**src/rtl/sid_pkg.sv**
```systemverilog
// Shared definitions for the programmable step sequencer: FSM states,
// register-port byte offsets, ctrl field positions and the pattern word layout.
package sid_pkg;

   typedef enum logic [1:0] {
      IDLE     = 2'd0,
      LOAD     = 2'd1,
      GATE_ON  = 2'd2,
      GATE_OFF = 2'd3
   } seq_state_t;

   localparam int NUM_STEPS = 16;

   localparam logic [1:0] FREQ_LO = 2'd0;
   localparam logic [1:0] FREQ_HI = 2'd1;
   localparam logic [1:0] CTRL    = 2'd2;

   localparam int CTRL_WAVE_MSB = 7;
   localparam int CTRL_WAVE_LSB = 4;
   localparam int CTRL_REST     = 3;
   localparam int CTRL_LEN_MSB  = 2;

   typedef struct packed {
      logic [15:0] freq;
      logic [7:0]  ctrl;
   } step_word_t;

endpackage

```
**src/rtl/seq_tick_gen.sv**
```systemverilog
// Tick prescaler: counts 0..TICK_DIV-1 while run is high and pulses tick on
// the terminal count; clear has priority and returns the count to zero.
module seq_tick_gen #(
   parameter int TICK_DIV = 50000
) (
   input  logic clk,
   input  logic rst,
   input  logic run,
   input  logic clear,
   output logic tick
);

   localparam logic [15:0] TERM = 16'(TICK_DIV - 1);

   logic [15:0] cnt;

   always_ff @(posedge clk) begin
      if (rst || clear) begin
         cnt <= '0;
      end else if (run) begin
         if (cnt == TERM) cnt <= '0;
         else             cnt <= cnt + 16'd1;
      end
   end

   assign tick = run && (cnt == TERM);

endmodule

```
**src/rtl/sid_step_sequencer.sv**
```systemverilog
// 16-step note sequencer: byte-wide pattern RAM written by the register
// decoder, played back at a programmable tempo to drive sid_voice.
module sid_step_sequencer
   import sid_pkg::*;
#(
   parameter int TICK_DIV = 50000
) (
   input  logic        clk,
   input  logic        rst,
   input  logic        enable,
   input  logic        wr_en,
   input  logic [5:0]  wr_addr,
   input  logic [7:0]  wr_data,
   input  logic [7:0]  tempo,
   input  logic [3:0]  last_step,
   input  logic [7:0]  cfg_duration,
   input  logic [7:0]  cfg_attack,
   input  logic [7:0]  cfg_sustain,
   output logic [15:0] frequency,
   output logic [7:0]  duration,
   output logic [7:0]  attack,
   output logic [7:0]  sustain,
   output logic [7:0]  waveform,
   output logic [3:0]  step_idx,
   output logic        step_strobe
);

   step_word_t ram [NUM_STEPS];
   step_word_t cur_word;

   seq_state_t state, state_nxt;
   logic [3:0] step_nxt;
   logic [7:0] tick_cnt;
   logic [8:0] cnt_inc;
   logic [2:0] cur_len;
   logic [3:0] gate_len;
   logic [7:0] eff_tempo;
   logic [7:0] gate_lim;
   logic [3:0] wave_sel;
   logic       gate;
   logic       tick;
   logic       gate_done;
   logic       step_done;

   seq_tick_gen #(.TICK_DIV(TICK_DIV)) u_tick (
      .clk   (clk),
      .rst   (rst),
      .run   (state != IDLE),
      .clear (state == LOAD),
      .tick  (tick)
   );

   always_ff @(posedge clk) begin
      if (rst) begin
         for (int i = 0; i < NUM_STEPS; i++) ram[i] <= '0;
      end else if (wr_en) begin
         case (wr_addr[1:0])
            FREQ_LO: ram[wr_addr[5:2]].freq[7:0]  <= wr_data;
            FREQ_HI: ram[wr_addr[5:2]].freq[15:8] <= wr_data;
            CTRL:    ram[wr_addr[5:2]].ctrl       <= wr_data;
            default: ;
         endcase
      end
   end

   // Read happens before this edge's write lands, so a colliding LOAD sees old data.
   assign cur_word  = ram[step_idx];
   assign eff_tempo = (tempo == 8'd0) ? 8'd1 : tempo;
   assign gate_len  = {1'b0, cur_len} + 4'd1;
   assign gate_lim  = ({4'd0, gate_len} < eff_tempo) ? {4'd0, gate_len} : eff_tempo;
   assign cnt_inc   = {1'b0, tick_cnt} + 9'd1;
   assign gate_done = cnt_inc >= {1'b0, gate_lim};
   assign step_done = cnt_inc >= {1'b0, eff_tempo};

   always_comb begin
      state_nxt = state;
      step_nxt  = step_idx;
      case (state)
         IDLE: if (enable) state_nxt = LOAD;
         LOAD: state_nxt = cur_word.ctrl[CTRL_REST] ? GATE_OFF : GATE_ON;
         GATE_ON: begin
            // A gate clipped by tempo ends the step directly so the retrigger gap is one cycle.
            if (tick && gate_done) begin
               if (step_done) begin
                  state_nxt = LOAD;
                  step_nxt  = (step_idx >= last_step) ? 4'd0 : step_idx + 4'd1;
               end else begin
                  state_nxt = GATE_OFF;
               end
            end
         end
         GATE_OFF: begin
            if (tick && step_done) begin
               state_nxt = LOAD;
               step_nxt  = (step_idx >= last_step) ? 4'd0 : step_idx + 4'd1;
            end
         end
         default: state_nxt = IDLE;
      endcase
      if (!enable) begin
         state_nxt = IDLE;
         step_nxt  = 4'd0;
      end
   end

   always_ff @(posedge clk) begin
      if (rst) begin
         state       <= IDLE;
         step_idx    <= '0;
         tick_cnt    <= '0;
         cur_len     <= '0;
         frequency   <= '0;
         wave_sel    <= '0;
         gate        <= 1'b0;
         step_strobe <= 1'b0;
      end else begin
         state       <= state_nxt;
         step_idx    <= step_nxt;
         step_strobe <= 1'b0;
         if (state == LOAD && enable) begin
            frequency   <= cur_word.freq;
            wave_sel    <= cur_word.ctrl[CTRL_WAVE_MSB:CTRL_WAVE_LSB];
            cur_len     <= cur_word.ctrl[CTRL_LEN_MSB:0];
            gate        <= ~cur_word.ctrl[CTRL_REST];
            step_strobe <= 1'b1;
            tick_cnt    <= '0;
         end else if (tick && (state == GATE_ON || state == GATE_OFF)) begin
            tick_cnt <= tick_cnt + 8'd1;
         end
         if (!enable || (state == GATE_ON && tick && gate_done)) gate <= 1'b0;
      end
   end

   always_ff @(posedge clk) begin
      if (rst) begin
         duration <= '0;
         attack   <= '0;
         sustain  <= '0;
      end else begin
         duration <= cfg_duration;
         attack   <= cfg_attack;
         sustain  <= cfg_sustain;
      end
   end

   assign waveform = {wave_sel, 3'b000, gate};

endmodule

```
**config.mk**
```make
export PLATFORM = sky130hd
export DESIGN_NAME = sid_step_sequencer
export DESIGN_NICKNAME = d
export VERILOG_FILES = /design/src/rtl/sid_pkg.sv /design/src/rtl/seq_tick_gen.sv /design/src/rtl/sid_step_sequencer.sv
export SDC_FILE = /design/constraint.sdc
export NUM_CORES = 1
export LEC_CHECK = 0
export CORE_MARGIN = 3
export CORE_UTILIZATION = 50
export CTS_BUF_LIST = sky130_fd_sc_hd__clkbuf_2
export DETAILED_ROUTE_END_ITERATION = 12
export GPL_ROUTABILITY_DRIVEN = 0
export PLACE_DENSITY = 0.68
export SLEW_MARGIN = 25
export SYNTH_ARGS = -nofsm -noshare
export SYNTH_HDL_FRONTEND = slang
export SYNTH_SLANG_ARGS = --single-unit
```
**constraint.sdc**
```tcl
create_clock -name clk -period 4.8 [get_ports clk]
set_clock_uncertainty 0.15 [all_clocks]
set_input_delay 1.2 -clock clk [delete_from_list [all_inputs] [get_ports clk]]
set_output_delay 1.2 -clock clk [all_outputs]
set_load 0.005 [all_outputs]
```
# After elaboration in Yosys (flattened, before gate mapping)
# Memory sizes are Yosys's and may differ from the RTL's. A register that Yosys moved wholly into a read port is not among the register bits.
# Index checks and enable logic that the tools add are counted.
# W data, S select, Z words.
dict set report totals {
  ff_bits 79
  latch_bits 0
  mem_bits_rw 384
  mem_bits_ro 0
  input_bits 54
  output_inout_bits 53
  n_memories 1
}
# name depth width read_ports rd_ports_with_merged_regs wr line_no
set mem_list {}
lappend mem_list {ram 16 24 1 1 16 sid_step_sequencer.sv:28} ;# step_word_t ram [NUM_STEPS];
dict set report classes {
  add_sub_neg 5
  n_mul 0
  div_mod_pow 0
  n_lt_le_gt_ge 4
  eq_ne 9
  n_shift 0
  mux 33
  n_bitwise 2
  n_reduce_logical 22
}
# operator count
set ops {}
lappend ops {{$mux W4} 7}
lappend ops {{$mux W24} 1}
lappend ops {{$reduce_or A24 Y1} 1}
lappend ops {{$ge A9 B8 Y1} 2}
lappend ops {{$add A16 B1 Y16 const B} 1}
lappend ops {{$eq A16 B16 Y1 const B} 1}
lappend ops {{$mux W1} 16}
lappend ops {{$mux W16} 1}
lappend ops {{$mux W8} 2}
lappend ops {{$add A8 B1 Y9 const B} 1}
lappend ops {{$add A8 B1 Y8 const B} 1}
lappend ops {{$logic_not A8 Y1} 1}
lappend ops {{$lt A4 B8 Y1} 1}
lappend ops {{$pmux W2 S4} 1}
lappend ops {{$pmux W4 S2} 1}
lappend ops {{$logic_and A1 B1 Y1} 7}
lappend ops {{$eq A2 B2 Y1 const B} 3}
lappend ops {{$mux W2} 3}
lappend ops {{$ne A2 B2 Y1 const B} 3}
lappend ops {{$reduce_or A2 Y1} 3}
lappend ops {{$add A3 B1 Y4 const B} 1}
lappend ops {{$add A4 B1 Y4 const B} 1}
lappend ops {{$eq A2 B1 Y1 const B} 2}
lappend ops {{$ge A4 B4 Y1} 1}
lappend ops {{other kinds (8)} 13}

# Longest topological paths before layout
# Gate-level depths: netlist of run 1.
dict set report logic_depth {
  word_depth 10
  ltp_mapped 13
  ltp_nobuf 13
}

# Cells and area by module
# Synthesis of run 1 repeated with hierarchy kept, for this count alone.
dict set report unflattened {
  hier_cells 1485
  area_unflattened_um2 21324.2
}
# module instances cells_each area_per_inst_um2 seq_area_each_um2
set by_module_without_submodules {}
lappend by_module_without_submodules {sid_step_sequencer 1 1401 20583.5 12872.3}
lappend by_module_without_submodules {seq_tick_gen 1 84 740.7 320.3}

# Worst setup path after synthesis of run 1
# OpenSTA, ideal clock, no wires.
dict set report synth_timing {
  path_kind {input port to flip-flop}
  from {in tempo[4]}
  to {reg (tool-made name)}
  setup_ns 0.120
  arrival_ns 3.862
  setup_slack_ns 0.668
  cell_stages 13
  n_path_buf 0
  cell_sequence {nor4_2 > a41oi_1 > o21ai_1 > a31oi_1 > o311a_1 > mux2i_1 > ha_1 > nor2b_1 > o21ai_0 > a2111o_1 > o2111ai_4 > nor3b_2 > a211o_1}
}
# element line_no
set synth_rtl {}
lappend synth_rtl {{from (decl)} sid_step_sequencer.sv:14} ;# input logic [7:0] tempo,

# Worst setup path after layout of run 1
dict set report layout_timing {
  from {in tempo[4]}
  to {reg state[1]}
}
dict set report layout_via {
  elab_chain_cells 8
  elab_cells_between_ends 14
}
# element line_no
set layout_rtl {}
lappend layout_rtl {{$logic_not A8 Y1} sid_step_sequencer.sv:68} ;# assign eff_tempo = (tempo == 8'd0) ? 8'd1 : tempo;
lappend layout_rtl {{$mux W8 (*)} sid_step_sequencer.sv:68}
lappend layout_rtl {{$lt A4 B8 Y1} sid_step_sequencer.sv:70} ;# assign gate_lim = ({4'd0, gate_len} < eff_tempo) ? {4'd0, gate_len} : eff_tempo;
lappend layout_rtl {{$mux W8} sid_step_sequencer.sv:70}
lappend layout_rtl {{$ge A9 B8 Y1} sid_step_sequencer.sv:72} ;# assign gate_done = cnt_inc >= {1'b0, gate_lim};
lappend layout_rtl {{$logic_and A1 B1 Y1} sid_step_sequencer.sv:83} ;# if (tick && gate_done) begin
lappend layout_rtl {{$ne A2 B2 Y1 (no source line)} n/a}
lappend layout_rtl {{$reduce_and A2 Y1 (no source line)} n/a}
lappend layout_rtl {{to (signal assigned)} sid_step_sequencer.sv:117} ;# state <= state_nxt;
lappend layout_rtl {{to (decl)} sid_step_sequencer.sv:31} ;# seq_state_t state, state_nxt;
# Mark *: on every way between the ends. The rest lies on a longest branch, timed or not. The select of a mux whose other input is x is not followed.
# A chain may end at the register's enable or synchronous reset.

==> results.py, run 1 <==
metrics = {
    "sta": {
        "hold_violations": 0,
        "fmax_mhz": 262.3,
        "fin_tns_setup_ns": 0,
        "holdWs_ns": 0.3402,
        "slew-limit-headroom_pct": 33.20,
        "worstMarginPinSlew_ns": 1.002,
        "fin_crit_ns": 3.813,
        "rsz0062_at_grt": "false",
        "slew_violations": 0,
        "setup_viol": 0,
        "fin_crit_sh_pct": 79.44,
    },
    "grt": {
        "first_global_vias": 12900,
        "grt_start_max_net_pins": 78,
        "overflow": 0,
        "grt_pass1_wl_um": 76360,
        "antenna_found_initial": 2,
        "grt.total_usage_pct": 22.66,
    },
    "placed_design": {
        "dp_hpwl_um": 32110,
        "io_buffers": 103,
    },
    "synth": {
        "syn_inst": 1473,
        "yosysWarnings": 0,
        "synth_enable_flop_cells": 384,
        "syn_area_um2": 21320,
        "ys_seq_elements": 467,
        "async_flop_share_pct": 0,
        "ys_types": 56,
        "seq_area_frac_synth_pct": 61.87,
        "syn_avg_cell_area_um2": 14.48,
        "synth-main-ff-cell": "edfxtp_1",
    },
    "final_layout": {
        "layout.cells.most_common_list": "384 x and2_1, 384 x edfxtp_1, 175 x clkbuf_2, 119 x mux4_2, 94 x clkdlybuf4s50_1",
        "area_growth_syn_to_layout_pct": 12.99,
        "drive_gt1_share_pct": 23.72,
        "fin_util_pct": 57.31,
        "fin_nets": 1729,
    },
    "die": {
        "die-area_um2": 45160,
        "rows": 75,
        "core_um2": 42040,
        "die_x_um": 212.5,
        "die-height_um": 212.5,
        "start_util_pct": 50.72,
        "top_level_ports": 107,
    },
    "drt": {
        "final_antenna_net_count": 0,
        "drc": 0,
        "drtIter0Drc": 967,
        "wl_um": 49620,
        "via_per_inst": 5.512,
        "dr.pass1.iters": 7,
        "post_drt_wl_per_cell_um": 21.66,
        "num_vias": 12628,
    },
    "pwr": {
        "ir_drop_v": 0.0002033,
        "power.density_nw_per_um2": 324.3,
        "p_leak_uw": 0.008675,
        "power.total_uw": 7812,
    },
    "clock_tree": {
        "post-cts-setup-buffers": 0,
        "root_buffer": "clkbuf_2",
        "clkTransAtPathRegs_ns": 0.10,
        "cts_tree": "yes",
        "cts_buffer_depth": 3,
        "h-tree-depth": 3,
        "postCtsHoldBufs": 0,
        "cts_resized": 0,
        "clock_latency_ns": 1.13,
        "numCtsBuffers": 115,
        "cts_sinks": 467,
    },
    "hold_path": {
        "hold_class": "register to register",
        "min_to": "wave_sel[1]",
        "hp-start": "wave_sel[1]",
        "hold_depth": 1,
    },
    "setup_path": {
        "cp.arrival_ns": 4.69,
        "critPathRequiredTime_ns": 5.68,
        "critPathLaunchType": "input pin",
        "cp-end-kind": "register",
        "r2r_setup_slack_ns": 1.24,
        "critical_path_class": "input pin to register",
        "r2r_start": "cur_len[0]",
        "crit_path_max_fanout": 3,
        "ff2ff_path_depth": 14,
        "r2r-end": "state[1]",
    },
    "run": {
        "maxCapViolCount": 0,
    },
    "outcome": {
        "status": "finished, final reports clean",
    },
}
layout make-up:
cell class,instances,area (um^2)
Fill cell,3405,17950
Timing Repair Buffer,140,1311
Tap cell,539,674.4
Clock buffer,174,870.8
Clock inverter,43,260.3
Inverter,18,67.56
Multi-Input combinational cell,903,7689
Sequential cell,467,13200
Antenna cell,7,17.52
power by group:
part | switching [uW] | internal (uW) | leakage, uW
clock | 1620 | 1140 | 0.000849
sequential | 63.3 | 4560 | 0.00433
combinational | 248 | 184 | 0.00350
synthesized netlist by cell type (3+ instances only):
cell      number  share of area (%)
xnor2_1       14               0.58
dfxtp_1       83                7.8
nor4_1         3              0.088
a22o_1        23               0.94
inv_1         18               0.32
or2_2         49                1.4
nand3_1       21               0.49
nand2_1       32               0.56
and4_1         3               0.12
mux2i_1        7               0.33
and3_1         5               0.15
xor2_1        15               0.62
and4b_1        3               0.14
and2_1       384                 11
nor2b_1       35                1.0
mux4_2       119                 13
buf_2          4              0.094
nor2_1        86                1.5
a21oi_1       11               0.26
nand4_1        6               0.18
a211o_1        4               0.16
ha_1          30                1.8
a21o_1         3               0.11
buf_1          4              0.070
clkbuf_1      70                1.2
edfxtp_1     384                 54
o21ai_0        9               0.21
buf_4         10               0.35
nand2b_1       5               0.15
critical path: stages:
cell	delay [ns]
clkdlybuf4s50_1	0.45
nor4_2	0.33
a41oi_1	0.23
o21ai_1	0.23
a31oi_1	0.13
o311a_1	0.43
mux2i_1	0.15
ha_1	0.29
nor2b_1	0.10
o21ai_0	0.13
a2111oi_0	0.41
buf_4	0.19
o21ai_0	0.06
o21ai_0	0.16
mux2i_1	0.21
metrics by stage:
stage	std cells	setup slack (ns)	instance area (um^2)
floorplan	1478	0.6681	21340
global placement	2065	-0.002546	22890
detailed placement	2066	-0.06731	22920
CTS	2283	1.115	24050
global route	2289	0.8727	24090
finish	2291	0.9870	24090
state kept, by name (all words and copies together), names as in the netlist, 2 cells and up, named ones only:
name        flops
attack          8
step_idx        4
state           2
ram           384
u_tick.cnt     16
frequency      16
cur_len         3
wave_sel        4
duration        8
sustain         8
tick_cnt        8
kinds of logic (layout without fill, tap and decap cells):
logic type / Yosys count / in the layout / synth area share [%]
AOI/OAI and AO/OA: 66 / 66 / 2.383
xor gates and xnor gates: 29 / 29 / 1.191
adders and majority gates: 30 / 30 / 1.760
buffers and inverters: 108 / 375 / 2.171
DFF: 467 / 467 / 61.87
muxes: 126 / 126 / 12.90
other: 2 / 14 / 0.03522
and+or+nand+nor: 645 / 645 / 17.69
worst max path at each step:
stage	from	endpoint	slack (ns)	cells past startpoint
CTS	step_idx[0]	step_idx[0]	1.12	1
global placement	tempo[4]	state[1]	-0.003	15
finish	tempo[4]	state[1]	0.99	15
floorplan	tempo[4]	register	0.67	13
detailed placement	tempo[4]	state[0]	-0.07	15
global route	tempo[4]	state[1]	0.87	15
metal layers:
metal	track usage, %	part of all wire [%]	up-vias
met5	0	0	-
met1	31.74	45	6373
met4	7.158	2.3	0
li1	-	-	5789
met3	6.006	6.3	89
met2	35.07	47	377
(Power assumes the default switching activity.)
==> inputs of run 2 (changes only) <==
==> constraint.sdc (replaced) <==
create_clock -name clk -period 3.99 [get_ports clk]
set_clock_uncertainty 0.15 [all_clocks]
set_input_delay 0.9975 -clock clk [delete_from_list [all_inputs] [get_ports clk]]
set_output_delay 0.9975 -clock clk [all_outputs]
set_load 0.005 [all_outputs]
==> run 2 against run 1 <==
  * Flip-flop and latch count unchanged
  * Cell area increased by 0.68%
  * Sequential power increased by 20%
  * Die area unchanged
  * Critical endpoint unchanged
  * Highest routed layer is now met5
==> results.py, run 2 (synthesis results as in run 1) <==
metrics = {
    "final_layout": {
        "layout.cells.most_common_list": "384 x and2_1, 384 x edfxtp_1, 190 x clkbuf_2, 119 x mux4_2, 94 x clkdlybuf4s50_1",
        "fin_area_um2": 24260,
        "instances_no_fill": 2320,
        "reg.largest.list": "ram (384), frequency (16), u_tick.cnt (16)",
        "drive_gt1_share_pct": 25.89,
        "regMostFlops": "ram",
        "fin_nets": 1767,
        "area_growth_syn_to_layout_pct": 13.76,
        "largest_reg_flops": 384,
    },
    "die": {
        "rows": 75,
        "top_level_ports": 107,
        "die_x_um": 212.5,
        "die-height_um": 212.5,
        "start_util_pct": 50.72,
        "die-area_um2": 45160,
        "core_um2": 42040,
    },
    "sta": {
        "fin_crit_ns": 3.740,
        "fin_crit_sh_pct": 93.73,
        "setup_viol": 0,
        "fmax_mhz": 267.4,
        "worstMarginPinSlew_ns": 1.041,
        "hold_violations": 0,
        "slew-limit-headroom_pct": 30.62,
        "fin_tns_setup_ns": 0,
        "rsz0062_at_grt": "false",
        "slew_violations": 0,
    },
    "drt": {
        "num_vias": 12674,
        "drc": 0,
        "final_antenna_net_count": 0,
        "via_per_inst": 5.463,
        "drtIter0Drc": 972,
        "dr.pass1.iters": 5,
        "wl_um": 49820,
        "post_drt_wl_per_cell_um": 21.47,
    },
    "clock_tree": {
        "h-tree-depth": 3,
        "numCtsBuffers": 119,
        "cts_sinks": 467,
        "post-cts-setup-buffers": 0,
        "clock_latency_ns": 1.11,
        "cts_resized": 0,
        "root_buffer": "clkbuf_2",
        "cts_buffer_depth": 3,
        "cts_tree": "yes",
        "clkTransAtPathRegs_ns": 0.10,
        "postCtsHoldBufs": 0,
    },
    "grt": {
        "grt_pass1_wl_um": 76360,
        "grt_start_max_net_pins": 78,
        "grt.total_usage_pct": 22.67,
        "overflow": 0,
        "antenna_found_initial": 4,
        "first_global_vias": 13006,
    },
    "setup_path": {
        "cp.arrival_ns": 4.59,
        "crit_path_max_fanout": 5,
        "r2r_setup_slack_ns": 0.25,
        "critical_path_class": "register to register",
        "r2r_start": "cur_len[0]",
        "ff2ff_path_depth": 14,
        "r2r-end": "state[1]",
        "critPathLaunchType": "register",
        "cp-end-kind": "register",
        "critPathRequiredTime_ns": 4.84,
    },
    "placed_design": {
        "place_area_um2": 23180,
        "dp_hpwl_um": 32390,
        "dp_cells": 2101,
        "io_buffers": 103,
    },
    "pwr": {
        "p_leak_uw": 0.008839,
        "ir_drop_v": 0.0001805,
        "power.density_nw_per_um2": 381.2,
    },
    "hold_path": {
        "min_to": "attack[0]",
        "hold_depth": 2,
        "hold_class": "input pin to register",
        "hp-start": "cfg_attack[0]",
    },
    "run": {
        "maxCapViolCount": 0,
    },
    "outcome": {
        "status": "finished, final reports clean",
    },
}
run 2: cell types whose count changed in the layout (fill, tap and decap cells not counted), sizes merged:
cell	change
clkinvlp	+3
inv	-1
buf	+34
diode	-3
clkinv	-17
bufinv	-3
clkbuf	+16
run 2: layout make-up:
class                   instances  area, um^2
fillers                      3358       17780
multi-input cells             903        7689
diodes                          4       10.01
well taps                     539       674.4
flip-flops and latches        467       13200
repair buffers                174        1549
clock inverters                25       113.9
clock buffers                 190       950.9
inverters                      18       67.56
run 2: worst max-delay path: stages, from the launching register on:
cell and delay, ns:
dfxtp_1 0.43, ha_1 0.31, ha_1 0.30, o21ai_1 0.11, a31oi_1 0.12, o311a_1 0.41, mux2i_1 0.14, ha_1 0.27
nor2b_1 0.11, o21ai_0 0.12, a2111oi_0 0.58, buf_4 0.21, o21ai_0 0.06, o21ai_0 0.14, mux2i_1 0.21
run 2: routing by layer:
layer / vias to the layer above / share of wire [%] / wire length [um] / track usage (%)
li1: 5841 / - / - / -
met1: 6287 / 42 / 21140 / 30.72
met2: 444 / 48 / 23700 / 35.74
met3: 98 / 7.3 / 3628 / 6.271
met4: 4 / 2.7 / 1328 / 7.685
met5: - / 0.048 / 24 / 0
run 2: through the flow:
step	hold slack, ns	setup slack, ns	total power, uW	util [%]
final	0.3078	0.2503	9247	57.70
after floorplan	0.3160	0.06059	5918	-
after global placement	0.3174	-0.5887	6175	55.13
after global routing	0.1745	0.1445	9654	57.70
after detailed placement	0.3184	-0.7254	6194	55.13
after CTS	0.1841	0.3462	9354	57.67
run 2: how the worst max path moves through the flow:
stage,startpoint,endpoint
after floorplan,tempo[4],register
after global placement,tempo[4],state[1]
after detailed placement,tempo[4],state[0]
after CTS,cur_len[0],state[1]
after global routing,cur_len[0],state[1]
final,cur_len[0],state[1]
run 2: power by group:
part / internal, uW / switching, uW
combinational: 225 / 300
clock: 1250 / 1920
sequential: 5480 / 73.9
total: 6960 / 2290
